<file path="src/rtl/vend_controller.sv">
// -----------------------------------------------------------------------------
// vend_controller
// Vending-machine sequencer. Accumulates coin credit, validates a product
// selection against price and per-slot stock, drives the 3-to-8 slot decoder
// (code + enable) for a fixed dispense window, then pays back any remaining
// credit one coin per cycle.
//
// Ports
//   clk          rising-edge clock
//   rst_n        synchronous reset, active low
//   coin5        pulse: a 5 coin was inserted
//   coin10       pulse: a 10 coin was inserted
//   sel          product slot code 0..7
//   sel_valid    pulse: sel is a purchase request
//   cancel       pulse: refund the whole credit
//   restock      pulse: reload all slots to STOCK_INIT (honoured in IDLE only)
//   dec_in       slot code towards the decoder (bit0 -> in1 .. bit2 -> in3)
//   dec_enable   decoder enable, high only while dispensing
//   change5      pulse: eject one 5 coin
//   change10     pulse: eject one 10 coin
//   coin_reject  pulse: inserted coin returned, not credited
//   sold_out     pulse: request for an empty slot
//   short_funds  pulse: request with credit below PRICE
//   busy         high while dispensing or returning change
//   credit       current credit
// All outputs come straight from flops.
// -----------------------------------------------------------------------------
module vend_controller #(
    parameter int PRICE       = 15,
    parameter int CREDIT_W    = 6,
    parameter int STOCK_W     = 4,
    parameter int STOCK_INIT  = 5,
    parameter int DISP_CYCLES = 4
) (
    input  logic                clk,
    input  logic                rst_n,
    input  logic                coin5,
    input  logic                coin10,
    input  logic [2:0]          sel,
    input  logic                sel_valid,
    input  logic                cancel,
    input  logic                restock,
    output logic [2:0]          dec_in,
    output logic                dec_enable,
    output logic                change5,
    output logic                change10,
    output logic                coin_reject,
    output logic                sold_out,
    output logic                short_funds,
    output logic                busy,
    output logic [CREDIT_W-1:0] credit
);

    // Largest credit that is still a whole number of 5 coins.
    localparam int CREDIT_MAX_I = ((2**CREDIT_W - 1) / 5) * 5;
    localparam int CNT_W        = (DISP_CYCLES > 1) ? $clog2(DISP_CYCLES) : 1;

    localparam logic [CREDIT_W:0]   CREDIT_MAX_X = (CREDIT_W+1)'(CREDIT_MAX_I);
    localparam logic [CREDIT_W-1:0] PRICE_C      = CREDIT_W'(PRICE);
    localparam logic [CREDIT_W-1:0] FIVE_C       = CREDIT_W'(5);
    localparam logic [CREDIT_W-1:0] TEN_C        = CREDIT_W'(10);
    localparam logic [CREDIT_W-1:0] ZERO_C       = {CREDIT_W{1'b0}};
    localparam logic [STOCK_W-1:0]  STOCK_FULL   = STOCK_W'(STOCK_INIT);
    localparam logic [STOCK_W-1:0]  STOCK_EMPTY  = {STOCK_W{1'b0}};
    localparam logic [CNT_W-1:0]    CNT_LAST     = CNT_W'(DISP_CYCLES - 1);
    localparam logic [CNT_W-1:0]    CNT_ZERO     = {CNT_W{1'b0}};

    typedef enum logic [1:0] {
        ST_IDLE     = 2'd0,
        ST_COLLECT  = 2'd1,
        ST_DISPENSE = 2'd2,
        ST_CHANGE   = 2'd3
    } state_t;

    state_t               state_r, state_s;
    logic [CREDIT_W-1:0]  credit_r, credit_s;
    logic [STOCK_W-1:0]   stock_r [8];
    logic [STOCK_W-1:0]   stock_s [8];
    logic [CNT_W-1:0]     cnt_r, cnt_s;
    logic [2:0]           dec_in_r, dec_in_s;
    logic                 dec_enable_r, dec_enable_s;
    logic                 change5_r, change5_s;
    logic                 change10_r, change10_s;
    logic                 coin_reject_r, coin_reject_s;
    logic                 sold_out_r, sold_out_s;
    logic                 short_funds_r, short_funds_s;
    logic                 busy_r, busy_s;

    // Coin acceptance helpers (used only in states that take coins).
    logic [CREDIT_W:0]    sum5_s, sum10_s;
    logic [CREDIT_W-1:0]  coin_credit_s;
    logic                 coin_ok_s, coin_bad_s;

    assign sum5_s  = {1'b0, credit_r} + {1'b0, FIVE_C};
    assign sum10_s = {1'b0, credit_r} + {1'b0, TEN_C};

    // Credit after the coins of this cycle; coin10 wins when both arrive.
    always_comb begin
        coin_credit_s = credit_r;
        coin_ok_s     = 1'b0;
        coin_bad_s    = 1'b0;
        if (coin10) begin
            if (sum10_s <= CREDIT_MAX_X) begin
                coin_credit_s = sum10_s[CREDIT_W-1:0];
                coin_ok_s     = 1'b1;
            end else begin
                coin_bad_s    = 1'b1;
            end
            if (coin5) begin
                coin_bad_s    = 1'b1;
            end else begin
                coin_bad_s    = coin_bad_s;
            end
        end else if (coin5) begin
            if (sum5_s <= CREDIT_MAX_X) begin
                coin_credit_s = sum5_s[CREDIT_W-1:0];
                coin_ok_s     = 1'b1;
            end else begin
                coin_bad_s    = 1'b1;
            end
        end else begin
            coin_ok_s = 1'b0;
        end
    end

    // Next-state, datapath and next-output logic of the sequencer.
    always_comb begin
        state_s       = state_r;
        credit_s      = credit_r;
        stock_s       = stock_r;
        cnt_s         = cnt_r;
        dec_in_s      = dec_in_r;
        change5_s     = 1'b0;
        change10_s    = 1'b0;
        coin_reject_s = 1'b0;
        sold_out_s    = 1'b0;
        short_funds_s = 1'b0;

        case (state_r)
            ST_IDLE: begin
                if (sel_valid) begin
                    // Nothing credited yet, so any request is short of funds.
                    short_funds_s = 1'b1;
                    coin_reject_s = coin5 | coin10;
                end else begin
                    credit_s      = coin_credit_s;
                    coin_reject_s = coin_bad_s;
                    if (coin_ok_s) begin
                        state_s = ST_COLLECT;
                    end else begin
                        state_s = ST_IDLE;
                    end
                end
                if (restock) begin
                    for (int i = 0; i < 8; i++) begin
                        stock_s[i] = STOCK_FULL;
                    end
                end else begin
                    stock_s = stock_r;
                end
            end

            ST_COLLECT: begin
                if (cancel) begin
                    coin_reject_s = coin5 | coin10;
                    state_s       = ST_CHANGE;
                end else if (sel_valid) begin
                    coin_reject_s = coin5 | coin10;
                    if (stock_r[sel] == STOCK_EMPTY) begin
                        sold_out_s = 1'b1;
                    end else if (credit_r < PRICE_C) begin
                        short_funds_s = 1'b1;
                    end else begin
                        dec_in_s     = sel;
                        credit_s     = credit_r - PRICE_C;
                        stock_s[sel] = stock_r[sel] - STOCK_W'(1);
                        cnt_s        = CNT_ZERO;
                        state_s      = ST_DISPENSE;
                    end
                end else begin
                    credit_s      = coin_credit_s;
                    coin_reject_s = coin_bad_s;
                end
            end

            ST_DISPENSE: begin
                coin_reject_s = coin5 | coin10;
                if (cnt_r == CNT_LAST) begin
                    if (credit_r != ZERO_C) begin
                        state_s = ST_CHANGE;
                    end else begin
                        state_s = ST_IDLE;
                    end
                end else begin
                    cnt_s = cnt_r + CNT_W'(1);
                end
            end

            ST_CHANGE: begin
                coin_reject_s = coin5 | coin10;
                if (credit_r == ZERO_C) begin
                    state_s = ST_IDLE;
                end else if (credit_r >= TEN_C) begin
                    change10_s = 1'b1;
                    credit_s   = credit_r - TEN_C;
                end else if (credit_r >= FIVE_C) begin
                    change5_s  = 1'b1;
                    credit_s   = credit_r - FIVE_C;
                end else begin
                    // Unreachable residue below one coin: clear rather than underflow.
                    credit_s   = ZERO_C;
                end
            end

            default: begin
                state_s  = ST_IDLE;
                credit_s = ZERO_C;
            end
        endcase

        dec_enable_s = (state_s == ST_DISPENSE);
        busy_s       = (state_s == ST_DISPENSE) || (state_s == ST_CHANGE);
    end

    // State, datapath and output registers with synchronous reset.
    always_ff @(posedge clk) begin
        if (!rst_n) begin
            state_r       <= ST_IDLE;
            credit_r      <= ZERO_C;
            for (int i = 0; i < 8; i++) begin
                stock_r[i] <= STOCK_FULL;
            end
            cnt_r         <= CNT_ZERO;
            dec_in_r      <= 3'd0;
            dec_enable_r  <= 1'b0;
            change5_r     <= 1'b0;
            change10_r    <= 1'b0;
            coin_reject_r <= 1'b0;
            sold_out_r    <= 1'b0;
            short_funds_r <= 1'b0;
            busy_r        <= 1'b0;
        end else begin
            state_r       <= state_s;
            credit_r      <= credit_s;
            stock_r       <= stock_s;
            cnt_r         <= cnt_s;
            dec_in_r      <= dec_in_s;
            dec_enable_r  <= dec_enable_s;
            change5_r     <= change5_s;
            change10_r    <= change10_s;
            coin_reject_r <= coin_reject_s;
            sold_out_r    <= sold_out_s;
            short_funds_r <= short_funds_s;
            busy_r        <= busy_s;
        end
    end

    assign dec_in      = dec_in_r;
    assign dec_enable  = dec_enable_r;
    assign change5     = change5_r;
    assign change10    = change10_r;
    assign coin_reject = coin_reject_r;
    assign sold_out    = sold_out_r;
    assign short_funds = short_funds_r;
    assign busy        = busy_r;
    assign credit      = credit_r;

endmodule
</file>
<file path="config.mk">
export PLATFORM = sky130hd
export DESIGN_NAME = vend_controller
export DESIGN_NICKNAME = d
export VERILOG_FILES = /design/src/rtl/vend_controller.sv
export SDC_FILE = /design/constraint.sdc
export NUM_CORES = 1
export LEC_CHECK = 0
export CAP_MARGIN = 20
export CORE_MARGIN = 4
export CORE_UTILIZATION = 47
export CTS_CLUSTER_SIZE = 28
export DETAILED_ROUTE_END_ITERATION = 16
export GPL_TIMING_DRIVEN = 0
export PLACE_DENSITY = 0.77
export SKIP_LAST_GASP = 1
export SLEW_MARGIN = 20
export SYNTH_ARGS = -nofsm -noshare
export SYNTH_HDL_FRONTEND = slang
export SYNTH_SLANG_ARGS = --single-unit
</file>
<file path="constraint.sdc">
create_clock -name clk -period 4.7 [get_ports clk]
set_clock_uncertainty 0.2 [all_clocks]
set_input_delay 0.94 -clock clk [delete_from_list [all_inputs] [get_ports clk]]
set_output_delay 0.94 -clock clk [all_outputs]
set_load 0.05 [all_outputs]
</file>
==> qor.txt, run 1 <==
Synth area leader: dfxtp_1
Share of the synthesized area in the top cell type: 0.290
Fin nets: 446
Ys flop type: dfxtp_1
Synth Instances: 393
Pwr dens: 329 nW/µm²
CTS Buffer Depth: 2
Port bufs: 24
FP Rows: 31
Maximum VDD drop: 0.242 mV
Hold Buf Count CTS: 0
Drt wl/cell: 18.7 µm
CTS Root Cell: clkbuf_8
DP Area: 3960 µm²
Share of cells above drive strength 1: 0.144
Worst Hold Class: reg -> reg
Slew Limit Fails: 0
Initial drt markers: 354
Post-synthesis sequential area ratio: 0.290
Final Util: 0.559
Most frequent cell after synthesis: dfxtp_1
ANT cells: 0
Vias post-DR: 3284
Global-route wire length before repair: 16000 µm
Fin crit share: 0.828
First drt pass iteration count: 6
Setup WS pre-CTS: 0.567 ns
Core area: 7330 µm²
Vias/cell: 6.27
Clk slew on worst S/H paths: 0.10 ns
Antenna viol nets, final: 0
#FFs+latches synth: 52
Vias in the first global route: 3110
CTS resizes: 0
Min Hold Slack: 0.302 ns
Final setup margin: 0.809 ns
Setup bufs post-CTS: 0
Final hold violation count: 0
Cts bufs inserted: 5
FF/Latch Area: 1040 µm²
Num Clock Sinks: 52
Switching Fraction: 0.362
Number of flops mapped to enable cells by yosys: 0
WP data required: 4.73 ns
Synth-to-Final Area Change: 14.0%
Post-synth ARST share: 0
Crit-path max FO: 10
Worst slew pin tran: 0.914 ns
IO Count: 26
Worst skew pair latency: 0.31 ns
Initial antenna violation count: 0
Setup violations, final: 0
CTS tree: built
Clock network power share: 0.275
Fmax: 0.257 GHz
Gr ovfl total: 0
Dpl hpwl: 7340 µm
P_leak: 1.62 nW
YS warnings: 0
Commonest cells in the netlist: dfxtp_1 (52), nor2_1 (43), nand2_1 (29)
Die Wd: 95.4 µm
Combinational Power Share: 0.371
Initial core utilization: 0.490
Gr usage total: 0.223
Syn Nets: 415
Critical setup path kind: in -> reg
Crit. End Element: flop
NetSw: 0.488 mW
Die area: 9110 µm²
Gpl congestion: 0.933
Yosys cell types: 78
Largest net degree at the start of global routing: 18
Mean Syn Cell Area: 9.14 µm²
Synth top area cells: dfxtp_1 (29%), mux2i_1 (7.0%), nor2_1 (4.5%)
Filler cells: 656
RSZ-0062 raised after global routing: no
H-tree depth: 2
Critical Path Source Type: input pin
Cell area after layout: 4100 µm²
Internal Power: 0.860 mW
CP arrival: 3.92 ns
Routed WL: 9810 µm
Sequential share of power: 0.353
Setup TNS: 0 ns
Die height: 95.4 µm
Synthesized area: 3590 µm²
Min Tclk post-route: 3.89 ns
# DRC: 0
Max cap viols: 0
Outcome: finished clean
Multi-input combinational cell area: 2230 µm²
Rel. slew slack: 0.386
[critical path: stages]
cell,delay (ns)
clkdlybuf4s50_1,0.50
buf_6,0.16
clkbuf_8,0.18
mux2i_1,0.23
a211oi_1,0.10
a211oi_1,0.42
ha_1,0.27
a21boi_4,0.30
a211oi_4,0.12
buf_12,0.18
o22ai_4,0.28
mux2i_1,0.24
[logic make-up after synthesis]
family | Yosys count | synth area share
flops | 52 | 0.290
compound gates | 123 | 0.302
xor+xnor | 5 | 0.0122
simple gates | 124 | 0.168
mux | 31 | 0.0964
buf+inv | 46 | 0.0895
fa+ha+maj | 12 | 0.0418
[state kept, by name (all words and copies together), names as in the netlist]
name         flops
stock_r         32
credit           6
dec_in           3
cnt_r            2
state_r          2
busy             1
change10         1
change5          1
coin_reject      1
dec_enable       1
short_funds      1
sold_out         1
[power groups by stage]
stage	Clock (mW)	Combinational [mW]	Sequential, mW
final	0.371	0.500	0.476
after global routing	0.398	0.534	0.479
after CTS	0.378	0.491	0.476
after detailed placement	0	0.488	0.486
after global placement	0	0.484	0.486
after floorplan	0	0.323	0.526
[cell usage in the layout (no fill, tap or decap), types with 6 or more instances in the layout]
cell	count
a21oi_1	12
a31oi_1	7
a32o_1	12
a32oi_1	6
clkbuf_1	11
clkbuf_8	12
clkdlybuf4s50_1	24
dfxtp_1	52
ha_1	12
inv_1	17
mux2i_1	25
nand2_1	29
nand2b_1	6
nor2_1	43
nor3_1	12
o21ai_0	17
[path summary, 6_finish.rpt]
kind               start     endpoint  slack [ns]  cells after the start
max               sel[0]   stock_r[0]        0.81                     12
min          stock_r[12]  stock_r[12]        0.30                      2
max reg2reg    credit[1]    credit[2]        1.44                      9
min reg2reg  stock_r[12]  stock_r[12]        0.30                      2
[layer usage]
metal  part of all wire  GRT usage  up-vias
li1                   -          -     1532
met1               0.44      0.321     1551
met2               0.45      0.340      179
met3              0.090     0.0403       22
met4              0.020     0.0664        0
met5                  0          0        -
[area by class of cell]
cell class,instances,share of cell area
Timing Repair Buffer,24,0.0587
Inverter,17,0.0156
Multi-Input combinational cell,295,0.545
Sequential cell,52,0.254
Clock inverter,3,0.0168
Tap cell,99,0.0302
Clock buffer,5,0.0168
Buffer,29,0.0629
[metrics by stage]
stage          std cells  power (mW)
2_1_floorplan        393       0.850
3_3_place_gp         516       0.970
3_5_place_dp         516       0.975
4_1_cts              524        1.34
5_1_grt              524        1.41
6_report             524        1.35
No activity file was read; power rests on OpenSTA's default activity.
==> run 2, diff against run 1 <==
- clock period: 4.7 -> 3.87 ns (I/O delays scaled with it)
==> qor.txt, run 2 (synthesized netlist as in run 1, its figures left out) <==
Rel. slew slack: 0.387
Worst Hold Class: reg -> reg
RSZ-0062 raised after global routing: no
Fmax: 0.277 GHz
CTS Buffer Depth: 2
Outcome: finished clean
Critical Path Source Type: input pin
Worst slew pin tran: 0.913 ns
Vias/cell: 6.26
Max cap viols: 0
Cell area after layout: 4100 µm²
WP data required: 3.90 ns
First drt pass iteration count: 5
ANT cells: 0
Num Clock Sinks: 52
Slew Limit Fails: 0
Die area: 9110 µm²
# DRC: 0
Cts bufs inserted: 5
Global-route wire length before repair: 16000 µm
Hold Buf Count CTS: 0
Critical setup path kind: in -> reg
Crit. End Element: flop
Worst skew pair latency: 0.31 ns
Largest net degree at the start of global routing: 18
CTS tree: built
Antenna viol nets, final: 0
Fin crit share: 0.932
Internal Power: 1.04 mW
Clk slew on worst S/H paths: 0.10 ns
Share of cells above drive strength 1: 0.146
Die Wd: 95.4 µm
Biggest register: stock_r
Port bufs: 24
Min Tclk post-route: 3.61 ns
Most common cell after layout, fill and taps aside: dfxtp_1
Gpl congestion: 0.933
Initial core utilization: 0.490
Pwr dens: 399 nW/µm²
Initial drt markers: 388
H-tree depth: 2
Maximum VDD drop: 0.294 mV
Core area: 7330 µm²
Clock network power share: 0.276
Final Util: 0.559
Die height: 95.4 µm
Initial antenna violation count: 0
Dpl hpwl: 7340 µm
FP Rows: 31
IO Count: 26
Most frequent cells in the layout: dfxtp_1 (52), nor2_1 (43), nand2_1 (29)
Sequential share of power: 0.353
Vias in the first global route: 3110
Crit-path max FO: 10
CP arrival: 3.64 ns
Drt wl/cell: 18.6 µm
Fin nets: 446
NetSw: 0.593 mW
Synth-to-Final Area Change: 14.1%
Gr usage total: 0.223
Setup violations, final: 0
Combinational Power Share: 0.371
CTS Root Cell: clkbuf_8
Largest register FFs: 32
Filler cells: 655
DP Area: 3960 µm²
Switching Fraction: 0.362
Gr ovfl total: 0
P_leak: 1.62 nW
Vias post-DR: 3280
Routed WL: 9760 µm
Final hold violation count: 0
-- run 2: critical path, cell delays in order --
cell             delay [ns]
clkdlybuf4s50_1        0.50
buf_6                  0.17
mux4_2                 0.55
mux2i_2                0.28
ha_1                   0.23
a21boi_4               0.31
a211oi_4               0.12
buf_12                 0.18
o22ai_4                0.28
mux2i_1                0.24
-- run 2: power groups by stage --
stage	Sequential [mW]	Combinational [mW]	Clock, mW
floorplan	0.639	0.393	0
global placement	0.590	0.588	0
detailed placement	0.591	0.593	0
finish	0.578	0.608	0.452
global route	0.582	0.649	0.483
CTS	0.578	0.596	0.459
-- run 2: final cells by class --
type / count / area [µm²] / share of cell area
timing repair buffer: 24 / 240 / 0.0586
clock inverter: 3 / 68.8 / 0.0168
sequential: 52 / 1040 / 0.254
multi-input combinational: 295 / 2240 / 0.545
inverter: 17 / 63.8 / 0.0156
tap: 99 / 124 / 0.0302
buffer: 29 / 258 / 0.0629
clock buffer: 5 / 68.8 / 0.0168
-- run 2: worst paths after layout --
kind / startpoint / endpoint / slack (ns) / cells past startpoint
setup / recovery: sel[2] / stock_r[0] / 0.26 / 10
hold / removal: stock_r[12] / stock_r[12] / 0.30 / 2
setup reg to reg: credit[1] / credit[2] / 0.59 / 9
hold reg to reg: stock_r[12] / stock_r[12] / 0.30 / 2
-- run 2: timing repair --
action,4_1_cts,5_1_grt
setup buffers,0,0
endpoints found under the setup margin,0,1
resized for setup,0,1
-- run 2: stage by stage --
stage          setup WS (ns)  power [mW]  hold slack [ns]  setup TNS (ns)  std cells
2_1_floorplan          0.828        1.03            0.252               0        393
3_3_place_gp         -0.0712        1.18            0.267          -0.659        516
3_5_place_dp         -0.0975        1.18            0.271          -0.635        516
4_1_cts                0.177        1.63            0.299               0        524
5_1_grt                0.105        1.71            0.335               0        524
6_report               0.262        1.64            0.302               0        524
-- run 2: layer usage --
metal / GRT usage / routed length, µm
met4: 0.0664 / 216
met1: 0.321 / 4320
met2: 0.340 / 4340
met5: 0 / 0
met3: 0.0403 / 884
